--- src/rtl/mul4_pkg.sv ---
// Shared constants and FSM state type for the 2x2 multiplier fitness scorer.
package mul4_pkg;

  localparam int unsigned LANES   = 16;
  localparam int unsigned SCORE_W = 16;
  localparam int unsigned CNT_W   = 10;
  // Width holding a popcount of 0..4*LANES
  localparam int unsigned PCNT_W  = $clog2(4 * LANES + 1);

  typedef enum logic [1:0] {
    ST_ACCUM = 2'd0,
    ST_DRAIN = 2'd1,
    ST_DONE  = 2'd2
  } state_e;

endpackage : mul4_pkg

--- src/rtl/mul4_golden.sv ---
// Bit-sliced golden 2x2 unsigned product; one lane per bit position.
module mul4_golden #(
  parameter int unsigned LANES = 16
) (
  input  logic [LANES-1:0] a1,
  input  logic [LANES-1:0] a0,
  input  logic [LANES-1:0] b1,
  input  logic [LANES-1:0] b0,
  output logic [LANES-1:0] p3_c,
  output logic [LANES-1:0] p2_c,
  output logic [LANES-1:0] p1_c,
  output logic [LANES-1:0] p0_c
);

  // Partial products of {a1,a0} * {b1,b0}, carries resolved bitwise per lane
  always_comb begin
    p0_c = a0 & b0;
    p1_c = (a1 & b0) ^ (a0 & b1);
    p2_c = (a1 & b1) ^ (a1 & b0 & a0 & b1);
    p3_c = a1 & b1 & a0 & b0;
  end

endmodule : mul4_golden

--- src/rtl/mul4_fitness_scorer.sv ---
// Scores candidate 2x2 multiplier outputs against the golden product over
// NUM_WORDS bit-sliced words: match/popcount pipeline, then a held result.
module mul4_fitness_scorer
  import mul4_pkg::*;
#(
  parameter int unsigned NUM_WORDS = 4,
  parameter int unsigned LANES     = mul4_pkg::LANES
) (
  input  logic             clk,
  input  logic             rst_n,
  input  logic             clr,
  input  logic             in_valid,
  output logic             in_ready,
  input  logic [LANES-1:0] a1,
  input  logic [LANES-1:0] a0,
  input  logic [LANES-1:0] b1,
  input  logic [LANES-1:0] b0,
  input  logic [LANES-1:0] y3,
  input  logic [LANES-1:0] y2,
  input  logic [LANES-1:0] y1,
  input  logic [LANES-1:0] y0,
  output logic [15:0]      score,
  output logic             perfect,
  output logic             score_valid,
  input  logic             score_ready
);

  localparam int unsigned MATCH_W = 4 * LANES;
  localparam int unsigned POP_W   = $clog2(MATCH_W + 1);
  localparam logic [SCORE_W-1:0] PERFECT_SCORE = SCORE_W'(4 * LANES * NUM_WORDS);
  localparam logic [CNT_W-1:0]   LAST_WORD     = CNT_W'(NUM_WORDS - 1);

  state_e               state_q, state_d;
  logic [CNT_W-1:0]     cnt_q, cnt_d;
  logic                 drain_q, drain_d;
  logic [MATCH_W-1:0]   match_q, match_d;
  logic                 s1_valid_q, s1_valid_d;
  logic [SCORE_W-1:0]   accum_q, accum_d;
  logic [SCORE_W-1:0]   score_q, score_d;
  logic                 perfect_q, perfect_d;
  logic                 score_valid_q, score_valid_d;
  logic                 in_ready_q, in_ready_d;

  logic [LANES-1:0]     p3_c, p2_c, p1_c, p0_c;
  logic [MATCH_W-1:0]   match_c;
  logic [POP_W-1:0]     pcnt_c;
  logic                 accept_c;
  logic                 handshake_c;

  mul4_golden #(
    .LANES (LANES)
  ) u_golden (
    .a1   (a1),
    .a0   (a0),
    .b1   (b1),
    .b0   (b0),
    .p3_c (p3_c),
    .p2_c (p2_c),
    .p1_c (p1_c),
    .p0_c (p0_c)
  );

  // Per-bit correctness of the candidate against the golden product
  always_comb begin
    match_c = {~(y3 ^ p3_c), ~(y2 ^ p2_c), ~(y1 ^ p1_c), ~(y0 ^ p0_c)};
  end

  // Popcount of the registered match vector (stage 2 operand)
  always_comb begin
    pcnt_c = '0;
    for (int i = 0; i < int'(MATCH_W); i++) begin
      pcnt_c = pcnt_c + POP_W'(match_q[i]);
    end
  end

  // Next-state, pipeline and output logic; clr overrides everything
  always_comb begin
    state_d       = state_q;
    cnt_d         = cnt_q;
    drain_d       = drain_q;
    match_d       = match_q;
    s1_valid_d    = 1'b0;
    accum_d       = accum_q;
    score_d       = score_q;
    perfect_d     = perfect_q;
    score_valid_d = score_valid_q;

    accept_c    = in_valid && (state_q == ST_ACCUM);
    handshake_c = score_valid_q && score_ready;

    if (s1_valid_q) begin
      accum_d = accum_q + SCORE_W'(pcnt_c);
    end

    unique case (state_q)
      ST_ACCUM: begin
        if (accept_c) begin
          s1_valid_d = 1'b1;
          match_d    = match_c;
          if (cnt_q == LAST_WORD) begin
            cnt_d   = '0;
            drain_d = 1'b0;
            state_d = ST_DRAIN;
          end else begin
            cnt_d = cnt_q + CNT_W'(1);
          end
        end
      end
      ST_DRAIN: begin
        // Two cycles: lets the final word's popcount land in the accumulator
        if (drain_q) begin
          drain_d = 1'b0;
          state_d = ST_DONE;
        end else begin
          drain_d = 1'b1;
        end
      end
      ST_DONE: begin
        if (!score_valid_q) begin
          score_valid_d = 1'b1;
          score_d       = accum_q;
          perfect_d     = (accum_q == PERFECT_SCORE);
        end else if (handshake_c) begin
          score_valid_d = 1'b0;
          score_d       = '0;
          perfect_d     = 1'b0;
          accum_d       = '0;
          state_d       = ST_ACCUM;
        end
      end
      default: begin
        state_d = ST_ACCUM;
      end
    endcase

    if (clr) begin
      state_d       = ST_ACCUM;
      cnt_d         = '0;
      drain_d       = 1'b0;
      s1_valid_d    = 1'b0;
      accum_d       = '0;
      score_d       = '0;
      perfect_d     = 1'b0;
      score_valid_d = 1'b0;
    end

    in_ready_d = (state_d == ST_ACCUM);
  end

  // State and pipeline registers
  always_ff @(posedge clk or negedge rst_n) begin
    if (!rst_n) begin
      state_q       <= ST_ACCUM;
      cnt_q         <= '0;
      drain_q       <= 1'b0;
      match_q       <= '0;
      s1_valid_q    <= 1'b0;
      accum_q       <= '0;
      score_q       <= '0;
      perfect_q     <= 1'b0;
      score_valid_q <= 1'b0;
      in_ready_q    <= 1'b1;
    end else begin
      state_q       <= state_d;
      cnt_q         <= cnt_d;
      drain_q       <= drain_d;
      match_q       <= match_d;
      s1_valid_q    <= s1_valid_d;
      accum_q       <= accum_d;
      score_q       <= score_d;
      perfect_q     <= perfect_d;
      score_valid_q <= score_valid_d;
      in_ready_q    <= in_ready_d;
    end
  end

  assign in_ready    = in_ready_q;
  assign score       = score_q;
  assign perfect     = perfect_q;
  assign score_valid = score_valid_q;

endmodule : mul4_fitness_scorer

--- config.mk ---
export PLATFORM = sky130hd
export DESIGN_NAME = mul4_fitness_scorer
export DESIGN_NICKNAME = d
export VERILOG_FILES = /design/src/rtl/mul4_pkg.sv /design/src/rtl/mul4_golden.sv /design/src/rtl/mul4_fitness_scorer.sv
export SDC_FILE = /design/constraint.sdc
export NUM_CORES = 1
export LEC_CHECK = 0
export CORE_MARGIN = 3
export CORE_UTILIZATION = 48
export DETAILED_ROUTE_END_ITERATION = 6
export PLACE_DENSITY = 0.76
export SLEW_MARGIN = 20
export SYNTH_ARGS = -nofsm -noshare
export SYNTH_HDL_FRONTEND = slang
export SYNTH_HIERARCHICAL = 1
export SYNTH_SLANG_ARGS = --single-unit
--- constraint.sdc ---
create_clock -name clk -period 6.64 [get_ports clk]
set_clock_uncertainty 0.05 [all_clocks]
set_input_delay 1.328 -clock clk [delete_from_list [all_inputs] [get_ports clk]]
set_output_delay 1.328 -clock clk [all_outputs]
set_load 0.01 [all_outputs]
==> results by group <==
Outcome
  • Outcome: completed

Detailed routing
  • DR vias/cell: 4.93
  • Drt wl/cell: 14.5 um
  • WL final: 17500 um
  • DR iter-0 viols: 393
  • First-pass DRT Iterations: 4
  • Number of routed nets with antenna violations: 0
  • Drc violations: 0
  • Via Count: 5975

Worst setup path
  • Worst R2R Path Depth: 19
  • Kind of start point of the critical path: register
  • R2R Setup Slk: 0.26 ns
  • R2R Path Start: match_q[17]
  • Type of the worst setup path: reg2reg
  • Crit path required time: 6.89 ns
  • CP Capture Type: register
  • CP arrival: 6.63 ns
  • Worst R2R End: accum_q[6]
  • CP max FO: 3

Floorplan
  • Initial core utilization: 0.498
  • Die Footprint: 17600 um2
  • Row cnt: 45
  • Die height: 133 um
  • Ports: 152
  • Die width: 133 um
  • Core footprint: 15400 um2

Final layout
  • Nets: 1206
  • Share of layout cells above drive strength 1: 0.0630
  • Antenna Cells: 0
  • Area Growth Syn to Fin: 30.5%

Synth
  • Synth top area cells: dfrtp_1 36%, fa_1 15%, nand2_1 8.4%
  • Async SR Flop Fraction: 1.00
  • Top_reg_cell synth: dfrtp_1
  • Synth Register Bits: 113
  • Post-synth top area cell: dfrtp_1
  • Share of the synthesized area in the top cell type: 0.365
  • Cell area after synthesis: 7680 um2
  • Syn avg cell area: 9.18 um2
  • Post-synth cell types: 40
  • Post-Syn Instances: 837
  • Sequential area share after synthesis: 0.368
  • Syn nets: 1054
  • Post-synth EDFFs: 0
  • Warnings, synthesis: 6

Placement
  • Routability congestion estimate: 0.842
  • Port buffer count: 151
  • Post-DP HPWL: 13900 um

Global route
  • Initial antenna violation count: 0
  • First-pass GRT wire length: 28900 um
  • Vias in the first global route: 6030
  • Tot GR Track Use: 0.207
  • Largest net degree at the start of global routing: 84
  • Total gr overflow: 0

Hold path
  • Worst hold endpoint: score[15]
  • Hold Path Depth: 2
  • Worst hold start: score[15]
  • Type of the worst min-delay path: reg2reg

CTS
  • Cts repair resizes: 0
  • Total CTS buffers: 17
  • Clock Latency Late Sink: 0.41 ns
  • Setup Fix Bufs, Post-CTS: 0
  • H-tree depth: 4
  • Clock edge transition at the registers on the reported setup and hold paths: 0.05 ns
  • CTS tree: yes
  • Clock buffer depth: 2
  • Root Driver: clkbuf_16
  • CTS Hold Bufs: 0
  • CTS sink count: 113

Timing
  • Final period utilization: 0.960
  • RSZ-0062 raised after global routing: no
  • Minimum clock period: 6.38 ns
  • # setup viols final: 0
  • Setup_tns: 0 ns
  • Max transition margin: 0.376
  • Fmax: 157 MHz
  • Hold Vio Cnt, Final: 0
  • Final hold slack: 0.423 ns
  • Slew @ Worst Pin: 0.936 ns
  • Max-slew violation count: 0

Run
  • Max Cap Violations: 0
[how the worst max path moves through the flow]
stage / startpoint / end / slack, ns / depth (start not counted)
CTS: match_q[17] / accum_q[12] / 0.17 / 18
global placement: match_q[17] / accum_q[12] / 0.32 / 18
finish: match_q[17] / accum_q[6] / 0.26 / 19
global route: match_q[35] / accum_q[9] / 0.008 / 20
floorplan: match_q[17] / accum_q[12] / 0.36 / 18
detailed placement: match_q[17] / accum_q[12] / 0.23 / 18
[registers in the layout, indices dropped and copies added, names as in the netlist]
name,cells
state_q,2
perfect,1
match_q,64
in_ready,1
s1_valid_q,1
score_valid,1
cnt_q,10
accum_q,16
score,16
drain_q,1
[critical path, cell delays in order, from the launching register on]
cell	delay [ns]
dfrtp_1	0.40
fa_1	0.54
inv_1	0.05
fa_1	0.49
inv_1	0.05
fa_1	0.47
inv_1	0.05
fa_1	0.47
fa_1	0.55
fa_1	0.43
fa_1	0.52
fa_1	0.44
fa_1	0.41
fa_1	0.41
nand2b_1	0.17
a21oi_2	0.17
buf_4	0.15
a31oi_1	0.09
mux2i_1	0.13
a31o_2	0.21
[layer usage]
layer / routed length [um] / track usage / up-vias
met2: 8860 / 0.349 / 156
met1: 7500 / 0.265 / 2811
met4: 293 / 0.0710 / 0
li1: - / - / 2986
met5: 0 / 0 / -
met3: 885 / 0.0460 / 22
[layout make-up]
| class | instances | area (um2) |
|---|---|---|
| clock inverter | 5 | 100 |
| multi-input combinational | 609 | 4440 |
| timing repair buffer | 157 | 1550 |
| clock buffer | 25 | 505 |
| tap | 211 | 264 |
| sequential | 113 | 2830 |
| inverter | 91 | 342 |
| fill | 1317 | 5400 |
[Yosys cell counts (all sizes together), types with 9 or more instances]
library cell and instances:
buf 9, and2 18, o21ai 105, dfrtp 112, fa 56, ha 28
nand2 171, a21oi 18, xor2 43, inv 91, nand3 10, nor2 36
clkbuf 15, xnor2 44, and3 20
[cells by family after synthesis]
group / after synthesis / share of synthesized area
AO/OA/AOI/OAI: 143 / 0.102
XOR/XNOR: 87 / 0.0992
adder cells (fa/ha/maj): 84 / 0.191
buffers and inverters: 115 / 0.0571
flip-flops: 113 / 0.368
multiplexers: 8 / 0.0104
AND/OR/NAND/NOR: 287 / 0.172
[stage by stage]
stage               instance area (um2)  instances  worst slack (ns)  utilization
floorplan                          7680        837             0.356            -
global placement                   9410       1181             0.317        0.610
detailed placement                 9410       1181             0.234        0.610
CTS                               10000       1211             0.172        0.649
global route                      10000       1211           0.00817        0.650
finish                            10000       1211             0.265        0.650
[placed cells by master (no fill, tap or decap), types with 4 or more instances in the layout]
| cell | instances |
|---|---|
| and3_1 | 20 |
| a21oi_1 | 15 |
| ha_1 | 28 |
| nand2_1 | 171 |
| mux2i_1 | 8 |
| nand4_1 | 4 |
| nand2b_1 | 7 |
| or3_1 | 7 |
| fa_1 | 56 |
| xnor2_1 | 44 |
| clkbuf_16 | 17 |
| and2_4 | 16 |
| nand3_1 | 10 |
| dfrtp_1 | 112 |
| o21ai_0 | 96 |
| buf_4 | 7 |
| clkbuf_8 | 5 |
| clkdlybuf4s50_1 | 150 |
| nor2_1 | 36 |
| xor2_1 | 43 |
| nor4_1 | 5 |
| inv_1 | 91 |
| o21ai_1 | 9 |
Power is left out: the tool's default activity adds up to more than one toggle a clock period on the data nets, which glitch-free logic cannot reach.
